--- config.mk ---
export PLATFORM = sky130hd
export DESIGN_NAME = serial_bit_subtractor
export DESIGN_NICKNAME = d
export VERILOG_FILES = /design/src/rtl/serial_bit_subtractor.sv
export SDC_FILE = /design/constraint.sdc
export NUM_CORES = 1
export LEC_CHECK = 0
export CAP_MARGIN = 10
export CORE_MARGIN = 2
export CORE_UTILIZATION = 35
export CTS_BUF_LIST = sky130_fd_sc_hd__clkbuf_2 sky130_fd_sc_hd__clkbuf_4 sky130_fd_sc_hd__clkbuf_8
export DETAILED_ROUTE_END_ITERATION = 12
export MAX_ROUTING_LAYER = met4
export PLACE_DENSITY_LB_ADDON = 0.2
export SETUP_SLACK_MARGIN = 0.1
export SLEW_MARGIN = 20
export SYNTH_ARGS = -nofsm -noshare
export SYNTH_HDL_FRONTEND = slang
export SYNTH_SLANG_ARGS = --single-unit
--- constraint.sdc ---
create_clock -name clk -period 1.57 [get_ports clk]
set_input_delay 0.314 -clock clk [delete_from_list [all_inputs] [get_ports clk]]
set_output_delay 0.314 -clock clk [all_outputs]
set_load 0.02 [all_outputs]
--- src/rtl/serial_bit_subtractor.sv ---
// LSB-first bit-serial subtractor: d = x - y - bi (mod 2^WIDTH), one bit per clock.
// Optional signed-overflow output ovf is enabled by defining SERIAL_SUB_OVF_EN.
module serial_bit_subtractor #(
  parameter int WIDTH = 8,
  parameter int CNT_W = 5
) (
  input  logic             clk,
  input  logic             rst,
  input  logic [WIDTH-1:0] x,
  input  logic [WIDTH-1:0] y,
  input  logic             bi,
  input  logic             sub,
  output logic [WIDTH-1:0] d,
  output logic             bo,
  output logic             busy,
  output logic             done
`ifdef SERIAL_SUB_OVF_EN
  ,
  output logic             ovf
`endif
);

  typedef enum logic [1:0] {
    IDLE  = 2'd0,
    SHIFT = 2'd1,
    DONE  = 2'd2
  } state_t;

  state_t             state_q, state_d;
  logic [WIDTH-1:0]   xs_q, xs_d;
  logic [WIDTH-1:0]   ys_q, ys_d;
  logic [WIDTH-1:0]   ds_q, ds_d;
  logic               borrow_q, borrow_d;
  logic [CNT_W-1:0]   cnt_q, cnt_d;
  logic [WIDTH-1:0]   d_q, d_d;
  logic               bo_q, bo_d;
  logic               done_q, done_d;
  logic               dbit;
`ifdef SERIAL_SUB_OVF_EN
  logic               xmsb_q, xmsb_d;
  logic               ymsb_q, ymsb_d;
  logic               ovf_q, ovf_d;
`endif

  always_comb begin
    state_d  = state_q;
    xs_d     = xs_q;
    ys_d     = ys_q;
    ds_d     = ds_q;
    borrow_d = borrow_q;
    cnt_d    = cnt_q;
    d_d      = d_q;
    bo_d     = bo_q;
    done_d   = 1'b0;
    dbit     = xs_q[0] ^ ys_q[0] ^ borrow_q;
`ifdef SERIAL_SUB_OVF_EN
    xmsb_d   = xmsb_q;
    ymsb_d   = ymsb_q;
    ovf_d    = ovf_q;
`endif
    unique case (state_q)
      IDLE: begin
        if (sub) begin
          xs_d     = x;
          ys_d     = y;
          borrow_d = bi;
          cnt_d    = '0;
          state_d  = SHIFT;
`ifdef SERIAL_SUB_OVF_EN
          xmsb_d   = x[WIDTH-1];
          ymsb_d   = y[WIDTH-1];
`endif
        end
      end
      SHIFT: begin
        // Full-subtractor borrow: borrow out when x<y, or x==y with a pending borrow.
        borrow_d = (~xs_q[0] & ys_q[0]) | (~(xs_q[0] ^ ys_q[0]) & borrow_q);
        xs_d     = xs_q >> 1;
        ys_d     = ys_q >> 1;
        ds_d     = {dbit, ds_q[WIDTH-1:1]};
        cnt_d    = cnt_q + 1'b1;
        if (cnt_q == CNT_W'(WIDTH - 1)) begin
          state_d = DONE;
        end
      end
      DONE: begin
        d_d     = ds_q;
        bo_d    = borrow_q;
        done_d  = 1'b1;
        state_d = IDLE;
`ifdef SERIAL_SUB_OVF_EN
        ovf_d   = (xmsb_q ^ ymsb_q) & (xmsb_q ^ ds_q[WIDTH-1]);
`endif
      end
      default: state_d = IDLE;
    endcase
  end

  always_ff @(posedge clk or posedge rst) begin
    if (rst) begin
      state_q  <= IDLE;
      xs_q     <= '0;
      ys_q     <= '0;
      ds_q     <= '0;
      borrow_q <= 1'b0;
      cnt_q    <= '0;
      d_q      <= '0;
      bo_q     <= 1'b0;
      done_q   <= 1'b0;
`ifdef SERIAL_SUB_OVF_EN
      xmsb_q   <= 1'b0;
      ymsb_q   <= 1'b0;
      ovf_q    <= 1'b0;
`endif
    end else begin
      state_q  <= state_d;
      xs_q     <= xs_d;
      ys_q     <= ys_d;
      ds_q     <= ds_d;
      borrow_q <= borrow_d;
      cnt_q    <= cnt_d;
      d_q      <= d_d;
      bo_q     <= bo_d;
      done_q   <= done_d;
`ifdef SERIAL_SUB_OVF_EN
      xmsb_q   <= xmsb_d;
      ymsb_q   <= ymsb_d;
      ovf_q    <= ovf_d;
`endif
    end
  end

  assign d    = d_q;
  assign bo   = bo_q;
  assign done = done_q;
  assign busy = (state_q != IDLE);
`ifdef SERIAL_SUB_OVF_EN
  assign ovf  = ovf_q;
`endif

endmodule

# ---- Yosys cells after proc, flatten, opt, wreduce, memory -nomap -nowiden
# Cells that the tools add are included.
dict set report word_totals {
  reg_bits 42
  in_bits 20
  output_inout_bits 11
}
dict set report classes {
  n_addsub 1
  eq_ne 5
  n_mux 12
  n_bitwise 7
  reduce_logical 5
}
# operator n
set op_table {}
lappend op_table {{$pmux 8 s2} 2}
lappend op_table {{$mux 8} 2}
lappend op_table {{$pmux 5 s2} 1}
lappend op_table {{$add 5x1->5 const B} 1}
lappend op_table {{$eq 5x3->1 const B} 1}
lappend op_table {{$mux 5} 1}
lappend op_table {{$mux 2} 2}
lappend op_table {{$ne 2x2->1 const B} 2}
lappend op_table {{$pmux 2 s2} 1}
lappend op_table {{$reduce_and 2->1} 2}
lappend op_table {{$reduce_bool 2->1} 2}
lappend op_table {{$and 1x1->1} 2}
lappend op_table {{$eq 2x1->1 const B} 1}
lappend op_table {{$eq 2x2->1 const B} 1}
lappend op_table {{$logic_not 2->1} 1}
lappend op_table {{$mux 1} 2}
lappend op_table {{$not 1->1} 2}
lappend op_table {{$pmux 1 s2} 1}
lappend op_table {{$xor 1x1->1} 2}
lappend op_table {{$or 1x1->1} 1}

# ---- Depth between registers and ports, before layout
dict set report depth {
  word_depth 5
  ltp_mapped 5
  mapped_depth_nobuf 5
}

# ---- Worst setup path before layout
# Ideal clock, no wire load.
dict set report synth_timing {
  path_kind {reg-to-output}
  startpoint {register state_q[0]}
  endpoint {output port busy}
  arrival_ns 1.125
  slack_ns 0.131
  stages_incl_launch_ff 5
  path_buffers 3
  path_cell_list {dfrtp_1 > buf_6 > buf_2 > buf_4 > or2_2}
}
dict set report synth_between {
  elab_chain_len 1
}
# item line_no
set synth_lines {}
lappend synth_lines {{start: declaration} 29} ;# state_t state_q, state_d;
lappend synth_lines {{start signal: assignment} 116} ;# state_q <= state_d;
lappend synth_lines {{$reduce_bool 2->1} 136} ;# assign busy = (state_q != IDLE);
lappend synth_lines {{end: declaration} 15} ;# output logic busy,
# Every way passes these cells.

# ---- Final worst setup path
dict set report layout_timing {
  startpoint {register state_q[1]}
  endpoint {output port busy}
}
# Same word-level chain as after synthesis.

==> impl_metrics.json <==
{
  "status": "finished clean",
  "die_x_um": 77.25,
  "place_worst_setup_slack_ps": -26.33,
  "ios": 31,
  "worstRegToRegCells": 4,
  "maxClockFrequency_ghz": 0.6946,
  "yosys.area_share.simple": 0.1979,
  "r2r-start": "state_q[1]",
  "routedWlPerCell_um": 11.67,
  "end_kind": "output pin",
  "path_clk_slew_ps": 90,
  "hold_violations": 0,
  "syn_to_final_growth_pct": 27.78,
  "max_slew_margin": 0.8004,
  "cts_tree": "done",
  "fin_nets": 238,
  "cp_max_fo": 2,
  "synth_seq_area_share": 0.5596,
  "fin_crit_ps": 1440,
  "ys_ff_latch": 42,
  "die_h_um": 77.25,
  "cts.sinks": 42,
  "holdWs_ps": 383.8,
  "synth-compound-area-share": 0.1039,
  "clock_latency_ps": 290,
  "critPathLaunchType": "register",
  "cts_made_buffers": 5,
  "fin_skew_ps": 6.650,
  "synthMuxAreaShare": 0.07062,
  "p_leak_nw": 1.201,
  "r2r_setup_slack_ps": 220,
  "worst_pin_slew_ps": 299.2,
  "antenna_cells": 0,
  "layout-drive-gt1-share": 0.1521,
  "synthCells": 181,
  "synth_top_family_by_area": "simple AND/OR/NAND/NOR gates",
  "ys_warn_count": 0,
  "place_inst": 278,
  "grt_pass1_vias": 1339,
  "grt_use_total": 0.1340,
  "synth_fa_ha_area_frac": 0.01732,
  "hold_path.class": "in2async",
  "rsz0062_at_grt": "yes",
  "drt-pass1-iter-count": 4,
  "clockBufferDepth": 2,
  "row_count": 26,
  "pwr_density_cell_nw_per_um2": 1545,
  "core_area_um2": 5140,
  "syn_nets": 203,
  "critPathKind": "reg2out",
  "ant_nets": 0,
  "gp_congestion": 0.7217,
  "drt-total-wl_um": 3348,
  "arrival_ps": 1130,
  "syn-cell-area_um2": 1878,
  "drv_cap": 0,
  "finalWorstSetupSlack_ps": 130.4,
  "ir_drop_v": 0.0006977,
  "final-instance-count-excl-fill": 287,
  "num_vias": 1341,
  "drt_iter0_drc": 56,
  "yosysUniqueCellTypes": 30,
  "grt_overflow": 0,
  "grt_pass1_wl_um": 6244,
  "slew_viol_final": 0,
  "setup_viol": 0,
  "synth_xor_area_frac": 0,
  "post-dp-hpwl_um": 2314,
  "grt_max_degree": 43,
  "final_common_cell": "nand2_1",
  "avgViaCountPerCell": 4.672,
  "required_ps": 1260,
  "drc": 0,
  "portBuffers": 30,
  "avgSynthCellArea_um2": 10.38,
  "r2r_end": "d[1]",
  "start_util": 0.3654,
  "antenna_found_initial": 0,
  "htreeDepth": 2,
  "cts_root_buf": "clkbuf_8",
  "period_share": 0.9170,
  "layout_common_cells": "nand2_1, dfrtp_1, clkdlybuf4s50_1",
  "die-area_um2": 5968
}
==> final cells by class <==
| cell class | instances | area (um^2) |
|---|---|---|
| fill | 532 | 2740 |
| sequential | 42 | 1051 |
| multi-input combinational | 122 | 734.5 |
| timing repair buffer | 40 | 395.4 |
| tap | 70 | 87.58 |
| clock buffer | 5 | 68.82 |
| clock inverter | 3 | 43.79 |
| inverter | 5 | 18.77 |
==> per-layer routing <==
layer  up-vias  global-route usage  part of all wire
li1        675                   -                 -
met1       626              0.1755              0.49
met2        38              0.2035              0.45
met3         2             0.03882             0.052
met4         0             0.03750            0.0033
met5         -                   -                 0
==> logic make-up after synthesis <==
family / count (synthesis)
fa+ha+maj: 2
flops: 42
buf+inv: 17
compound gates: 36
mux: 12
simple gates: 72
==> Yosys cell counts <==
cell type  count  area (um^2)
dfrtp_1       42         1051
o21ai_1        2        10.01
inv_1          5        18.77
o21ai_0       16        80.08
nor2_1         1        3.750
ha_1           1        12.51
or3b_1         1        8.760
nand3_1        3        15.01
or2_2          1        6.260
nor3_1         1        5.000
fa_1           1        20.02
a21oi_1       14        70.07
clkbuf_2       1        5.000
a22o_1         1        8.760
and2b_1        1        7.510
nor2b_4        1        13.76
nand2_1       45        168.9
o21bai_2       1        11.26
nor4_1         1        6.260
and3b_1       12        105.1
nor2b_1        2        12.51
a22oi_1        2        15.01
nand2b_1       1        6.260
clkbuf_1       3        11.26
buf_2          3        15.01
nand4_1        2        12.51
buf_4          3        22.52
mux2i_1        2        20.02
mux2_2        10        112.6
buf_6          2        22.52
==> registers in the layout, indices dropped and copies added (netlist names) <==
| signal | flops |
|---|---|
| xs_q | 8 |
| ys_q | 8 |
| borrow_q | 1 |
| done | 1 |
| cnt_q | 5 |
| d | 8 |
| bo | 1 |
| ds_q | 8 |
| state_q | 2 |
==> worst max-delay path: stages (launching register included) <==
cell     delay (ps)
dfrtp_1         380
or2_2           300
buf_2           160
==> how the worst max path moves through the flow <==
stage                from      end  slack [ps]
2_1_floorplan  state_q[0]     busy         130
3_3_place_gp          sub  ys_q[7]         -10
3_5_place_dp          sub  ys_q[7]         -30
4_1_cts        state_q[1]     busy          10
5_1_grt        state_q[1]     busy          70
6_report       state_q[1]     busy         130
==> per-stage QoR <==
| step | util | total power [mW] | TNS (ps) | instance area [um^2] |
|---|---|---|---|---|
| detailed placement | 0.4440 | 2.953 | -79.47 | 2282 |
| global placement | 0.4440 | 2.919 | -26.91 | 2282 |
| CTS | 0.4637 | 3.781 | 0 | 2384 |
| global route | 0.4669 | 4.044 | 0 | 2400 |
| finish | 0.4669 | 3.708 | 0 | 2400 |
| floorplan | - | 2.526 | 0 | 1878 |
==> power by group <==
| part | internal [mW] | switching, mW |
|---|---|---|
| registers | 1.45 | 0.236 |
| clock network | 0.477 | 0.382 |
| logic | 0.550 | 0.609 |
==> repair_timing <==
action	in CTS	in global routing
hold buffers	0	0
setup endpoints to repair	11	12
resized for setup	13	2
buffers inserted	0	1
No activity file was read; power rests on OpenSTA's default activity.
